===== config.mk =====
export PLATFORM = sky130hd
export DESIGN_NAME = fetch_stage
export DESIGN_NICKNAME = d
export VERILOG_FILES = /design/src/rtl/fetch_stage.sv
export SDC_FILE = /design/constraint.sdc
export NUM_CORES = 1
export LEC_CHECK = 0
export CORE_MARGIN = 3
export CORE_UTILIZATION = 50
export CTS_CLUSTER_DIAMETER = 80
export DETAILED_ROUTE_END_ITERATION = 10
export PLACE_DENSITY = 0.8
export SLEW_MARGIN = 0
export SYNTH_ARGS = -nofsm -noshare
export SYNTH_HDL_FRONTEND = slang
export SYNTH_SLANG_ARGS = --single-unit

===== constraint.sdc =====
create_clock -name clock -period 1.6 [get_ports clock]
set_input_delay 0.48 -clock clock [delete_from_list [all_inputs] [get_ports clock]]
set_output_delay 0.48 -clock clock [all_outputs]
set_load 0.01 [all_outputs]

===== src/rtl/fetch_stage.sv =====
// Instruction fetch stage with F/D pipeline register and a one-entry skid buffer.
// Optional FETCH_PERF_EN adds saturating fetch/stall event counters.
module fetch_stage #(
    parameter int          ADDR_W   = 12,
    parameter logic [31:0] NOP_INSN = 32'h0000_0000
) (
    input  logic              clock,
    input  logic              reset,
    input  logic              stall,
    input  logic              redirect,
    input  logic [ADDR_W-1:0] redirect_target,
    output logic [ADDR_W-1:0] imem_addr,
    input  logic [31:0]       imem_q,
    output logic [31:0]       fd_insn,
    output logic [ADDR_W-1:0] fd_pc,
    output logic              fd_valid
`ifdef FETCH_PERF_EN
    ,
    output logic [31:0]       fetch_count,
    output logic [31:0]       stall_count
`endif
);

    localparam logic [ADDR_W-1:0] PC_ONE = {{(ADDR_W-1){1'b0}}, 1'b1};

    logic [ADDR_W-1:0] pc_q,         pc_d;
    logic              req_valid_q,  req_valid_d;
    logic              skid_valid_q, skid_valid_d;
    logic [31:0]       skid_insn_q,  skid_insn_d;
    logic [ADDR_W-1:0] skid_pc_q,    skid_pc_d;
    logic [31:0]       fd_insn_q,    fd_insn_d;
    logic [ADDR_W-1:0] fd_pc_q,      fd_pc_d;
    logic              fd_valid_q,   fd_valid_d;

    always_ff @(posedge clock or negedge reset) begin
        if (!reset) begin
            pc_q         <= '0;
            req_valid_q  <= 1'b0;
            skid_valid_q <= 1'b0;
            skid_insn_q  <= NOP_INSN;
            skid_pc_q    <= '0;
            fd_insn_q    <= NOP_INSN;
            fd_pc_q      <= '0;
            fd_valid_q   <= 1'b0;
        end else begin
            pc_q         <= pc_d;
            req_valid_q  <= req_valid_d;
            skid_valid_q <= skid_valid_d;
            skid_insn_q  <= skid_insn_d;
            skid_pc_q    <= skid_pc_d;
            fd_insn_q    <= fd_insn_d;
            fd_pc_q      <= fd_pc_d;
            fd_valid_q   <= fd_valid_d;
        end
    end

    // While req_valid_q is set, pc_q already equals the issued address + 1.
    always_comb begin
        pc_d         = pc_q;
        req_valid_d  = 1'b0;
        skid_valid_d = skid_valid_q;
        skid_insn_d  = skid_insn_q;
        skid_pc_d    = skid_pc_q;
        fd_insn_d    = fd_insn_q;
        fd_pc_d      = fd_pc_q;
        fd_valid_d   = fd_valid_q;
        if (redirect) begin
            pc_d         = redirect_target;
            skid_valid_d = 1'b0;
            fd_insn_d    = NOP_INSN;
            fd_pc_d      = '0;
            fd_valid_d   = 1'b0;
        end else if (stall) begin
            if (req_valid_q && !skid_valid_q) begin
                skid_valid_d = 1'b1;
                skid_insn_d  = imem_q;
                skid_pc_d    = pc_q;
            end
        end else begin
            pc_d        = pc_q + PC_ONE;
            req_valid_d = 1'b1;
            if (skid_valid_q) begin
                fd_insn_d    = skid_insn_q;
                fd_pc_d      = skid_pc_q;
                fd_valid_d   = 1'b1;
                skid_valid_d = 1'b0;
            end else if (req_valid_q) begin
                fd_insn_d  = imem_q;
                fd_pc_d    = pc_q;
                fd_valid_d = 1'b1;
            end else begin
                fd_insn_d  = NOP_INSN;
                fd_valid_d = 1'b0;
            end
        end
    end

    assign imem_addr = pc_q;
    assign fd_insn   = fd_insn_q;
    assign fd_pc     = fd_pc_q;
    assign fd_valid  = fd_valid_q;

`ifdef FETCH_PERF_EN
    logic [31:0] fetch_count_q, fetch_count_d;
    logic [31:0] stall_count_q, stall_count_d;

    always_ff @(posedge clock or negedge reset) begin
        if (!reset) begin
            fetch_count_q <= '0;
            stall_count_q <= '0;
        end else begin
            fetch_count_q <= fetch_count_d;
            stall_count_q <= stall_count_d;
        end
    end

    always_comb begin
        fetch_count_d = fetch_count_q;
        stall_count_d = stall_count_q;
        if (!stall && !redirect && fd_valid_d && (fetch_count_q != 32'hFFFF_FFFF))
            fetch_count_d = fetch_count_q + 32'd1;
        if (stall && !redirect && (stall_count_q != 32'hFFFF_FFFF))
            stall_count_d = stall_count_q + 32'd1;
    end

    assign fetch_count = fetch_count_q;
    assign stall_count = stall_count_q;
`endif

endmodule


**Word-level counts from Yosys, hierarchy flattened**

Cells that the tools add are included.

- Add/subtract/negate cells: 1
- Equal/unequal tests: 2
- Muxes and demuxes: 19
- Bitwise gates (word level): 1
- Reduce and logical (&&, ||, !) cells: 5

Operators with widths:

| cell | number |
|---|---|
| $mux 32 | 4 |
| $mux 12 | 6 |
| $add 12x1->12 const B | 1 |
| $mux 1 | 9 |
| $ne 3x1->1 const B | 1 |
| $reduce_and 3->1 | 1 |
| $reduce_bool 3->1 | 1 |
| $ne 2x1->1 const B | 1 |
| $reduce_and 2->1 | 1 |
| $logic_and 1x1->1 | 1 |
| $logic_not 1->1 | 1 |
| $not 1->1 | 1 |

- Register bits after elaboration: 103
- Bits of input ports: 48
- Output and inout bits: 57
- Word-level logic and storage cells: 36

**Longest topological paths before layout**

- Depth after elaboration: 5
- Gate-level depth with buffers: 5
- Depth with buffers taken out: 4

**Worst setup path before layout**

No wires, ideal clock.

- Kind: flip-flop to flip-flop
- Start point: reg pc_q[0], in the netlist imem_addr[0]
- End point: reg pc_q[8], in the netlist imem_addr[8]
- Library setup time: 0.069 ns
- Arrival time: 1.459 ns
- Data required time: 1.531 ns
- Path slack: 0.072 ns
- Cell stages (with the launch flop): 5
- Buffers on the path: 0
- Period minus slack after synthesis: 1.528 ns
- Path through: dfrtp_1 > ha_1 > nand4b_1 > or4_1 > nand3_1

- Longest elaborated chain between the ends: 3

Ends and longest elaborated chain:

| item | line | RTL |
|---|---|---|
| from (decl) | 26 | `logic [ADDR_W-1:0] pc_q, pc_d;` |
| from (signal assigned) | 46 | `pc_q <= pc_d;` |
| $add 12x1->12 | 80 | `pc_d = pc_q + PC_ONE;` |
| $mux 12 | 73 | `end else if (stall) begin` |
| $mux 12 | 67 | `if (redirect) begin` |

No other way between the ends. The select of a mux whose other input is x is not followed.
A chain may end at the register's enable or synchronous reset.

**Worst setup path in the final report**

- Start point: reg pc_q[0], in the netlist imem_addr[0]
- End point: reg pc_q[6], in the netlist imem_addr[6]

The elaborated chain is that of the path after synthesis.

==> flow_summary.yaml <==
setup_path:
  start_kind: "register"
  slowest_delay_ps: 510
  end_kind: "register"
  slowest_stage: "or4_1"
  reg2reg_slack_ps: 10
  reg2regPathDepth: 5
  critPathRequiredTime_ps: 1900
  critPathKind: "register to register"
  r2r-end: "imem_addr[6]"
  critical_path_peak_fanout: 4
  crit_chain: "buf_6 > ha_2 > nand4b_1 > or4_1 > nand3_1"
  rr_startpoint: "imem_addr[0]"
  arrival_ps: 1890
global_routing:
  grt.overflow.total: 0
  track_usage_pct: 23.1
  grt_max_degree: 42
  grt_pass1_vias: 3675
  grt_pass1_wl_um: 18500
  antenna_found_initial: 0
logic_synthesis:
  yosys_register_bits: 103
  synthArstFlopShare_pct: 100
  synth_fp_nets: 420
  synth-compound-area-share_pct: 11.7
  yosys.cell_count.top_type: "dfrtp_1"
  yosys.area.top_type: "dfrtp_1"
  synthFlopType: "dfrtp_1"
  yosys_warnings: 0
  postSynthCellCount: 371
  synth_xor_area_share_pct: 0.778
  synthTopCellsByCount: "dfrtp_1, nor2_1, nor3_1, a221oi_1, mux2_1"
  yosys.area_share.simple_pct: 12.2
  synth-adder-area-share_pct: 0.278
  synth_top_family_by_area: "multiplexers"
  syn_area_per_cell_um2: 12.1
  yosysUniqueCellTypes: 43
  synth-seq-area-share_pct: 57.2
  synth_mux_area_share_pct: 13.9
  syn_area_um2: 4500
  synth.top_cell.area_share_pct: 57.2
  synth-edff-count: 0
  synth_area_leaders: "dfrtp_1, mux2_1, a221oi_1, mux2_2, nor3_1"
job:
  drv_cap: 0
die:
  ios: 105
  die-area_um2: 10200
  initial_core_util_pct: 53.2
  die_h_um: 101
  rows: 33
  die_w_um: 101
  core_um2: 8460
pwr:
  p_clk_share_pct: 26.8
  switching_share_pct: 27.2
  vdd_drop_max_uv: 554
  power_density_nw_per_um2: 972
  power.leakage_nw: 2.78
  switchingPower_mw: 1.60
  p_int_mw: 4.28
  share_seq_of_total_power_pct: 54.0
  comb_power_share_pct: 19.2
clock_tree:
  hold_buffers: 0
  cts-root-buf: "clkbuf_8"
  clock_path_buffers: 2
  htree_levels: 3
  clkLatencyLatePin_ps: 360
  path_clk_slew_ps: 100
  cts_tree: "yes"
  cts_sinks: 103
  cts_buffers: 9
routing:
  first_iter_violations: 203
  wl_per_cell_um: 19.0
  wl_met2_um: 5920
  dr.max_layer_used: "met4"
  via_count: 3584
  firstDrtPassIters: 5
  drc_errors: 0
  m1WireLength_um: 4810
  viasPerCell: 5.90
  ant_nets: 0
  drt_wl_total_um: 11500
  dr_wl_met3_um: 684
final_layout:
  area_growth_pct: 34.3
  fin_cells: 607
  n_fill_cell: 628
  drive_above_1_share_pct: 16.7
  nNetsFinal: 548
  diodes: 0
sta:
  slew_violations: 0
  tightestPinTransition_ps: 538
  timing.final.crit_share_pct: 99.1
  min_period_ps: 1590
  whs_ps: 22.4
  fmax_mhz: 631
  finalHoldViolations: 0
  fin_setup_tns_ps: 0
  slew_headroom_pct: 64.1
  skew_ps: 13.9
  rsz0062_at_grt: "yes"
  finalSetupViolCount: 0
hold_path:
  hold_path_class: "input pin to async pin"
outcome:
  run_status: "completed"
placement:
  place_hpwl_um: 7820
  place.gp.congestion: 0.850
  io_buffers: 104
  dp.cells: 586
## through the flow
stage                     area [um2]  power (mW)  worst slack, ps  util, %
after floorplan                 4500        3.74             72.4        -
after global placement          5840        4.31             25.5     69.0
after detailed placement        5840        4.38             17.5     69.0
after CTS                       5980        5.89             11.5     70.7
after global routing            6050        6.16            -47.1     71.4
final                           6050        5.88             14.5     71.4
## power groups by stage
stage | Clock, mW | Combinational, mW | Sequential, mW
final | 1.58 | 1.13 | 3.17
after global routing | 1.71 | 1.24 | 3.21
after CTS | 1.61 | 1.12 | 3.16
after detailed placement | 0 | 1.16 | 3.22
after global placement | 0 | 1.12 | 3.20
after floorplan | 0 | 0.517 | 3.23
## worst max-delay path by stage
stage,start,slack (ps),to,depth (start not counted)
6_report,imem_addr[0],10,imem_addr[6],5
5_1_grt,imem_addr[6],-50,imem_addr[8],6
4_1_cts,imem_addr[1],10,imem_addr[1],1
3_5_place_dp,redirect,20,skid_insn_q[7],5
3_3_place_gp,redirect,30,fd_pc[11],5
2_1_floorplan,imem_addr[0],70,imem_addr[8],4
## cell families after synthesis
| kind of cell | Yosys count |
|---|---|
| flops | 103 |
| mux | 57 |
| fa+ha+maj | 1 |
| xor+xnor | 4 |
| simple gates | 110 |
| buf+inv | 33 |
| compound gates | 63 |
## registers in the layout, summed over array words and instances (netlist names)
signal / count
fd_insn: 32
fd_pc: 12
fd_valid: 1
imem_addr: 12
req_valid_q: 1
skid_insn_q: 32
skid_pc_q: 12
skid_valid_q: 1
## placed cells by master (no fill, tap or decap), drive strengths merged, types with 13 or more instances in the layout
master | synthesis | routed
a221oi | 31 | 31
mux2i | 13 | 13
nor3 | 32 | 32
dfrtp | 103 | 103
mux2 | 44 | 44
buf | 16 | 44
nor2 | 38 | 38
dlygate4sd2 | 0 | 55
nand2 | 13 | 13
clkdlybuf4s50 | 0 | 44
## worst max-delay path, delay by kind of cell (launching register included)
family,cells,cell delay [ps]
adder cells (fa/ha/maj),1,170
buffers and inverters,1,130
flip-flops,1,420
AND/OR/NAND/NOR,3,800
## layout make-up
type / count / area, um2 / area share (%)
Timing Repair Buffer: 146 / 1380 / 22.8
Clock buffer: 11 / 131 / 2.17
Multi-Input combinational cell: 235 / 1760 / 29.2
Tap cell: 105 / 131 / 2.17
Sequential cell: 103 / 2580 / 42.7
Inverter: 4 / 15.0 / 0.248
Clock inverter: 3 / 46.3 / 0.766
## layer usage
layer / vias up / global-route usage [%]
met2: 120 / 39.4
li1: 1650 / -
met4: 0 / 6.34
met1: 1801 / 30.1
met5: - / 0
met3: 13 / 4.64
## timing repair
item	CTS	global route
setup buffers	4	2
cloned	0	1
resized for setup	58	8
pin swaps	0	2
endpoints found under the setup margin	57	8
No activity file was read; power rests on OpenSTA's default activity.
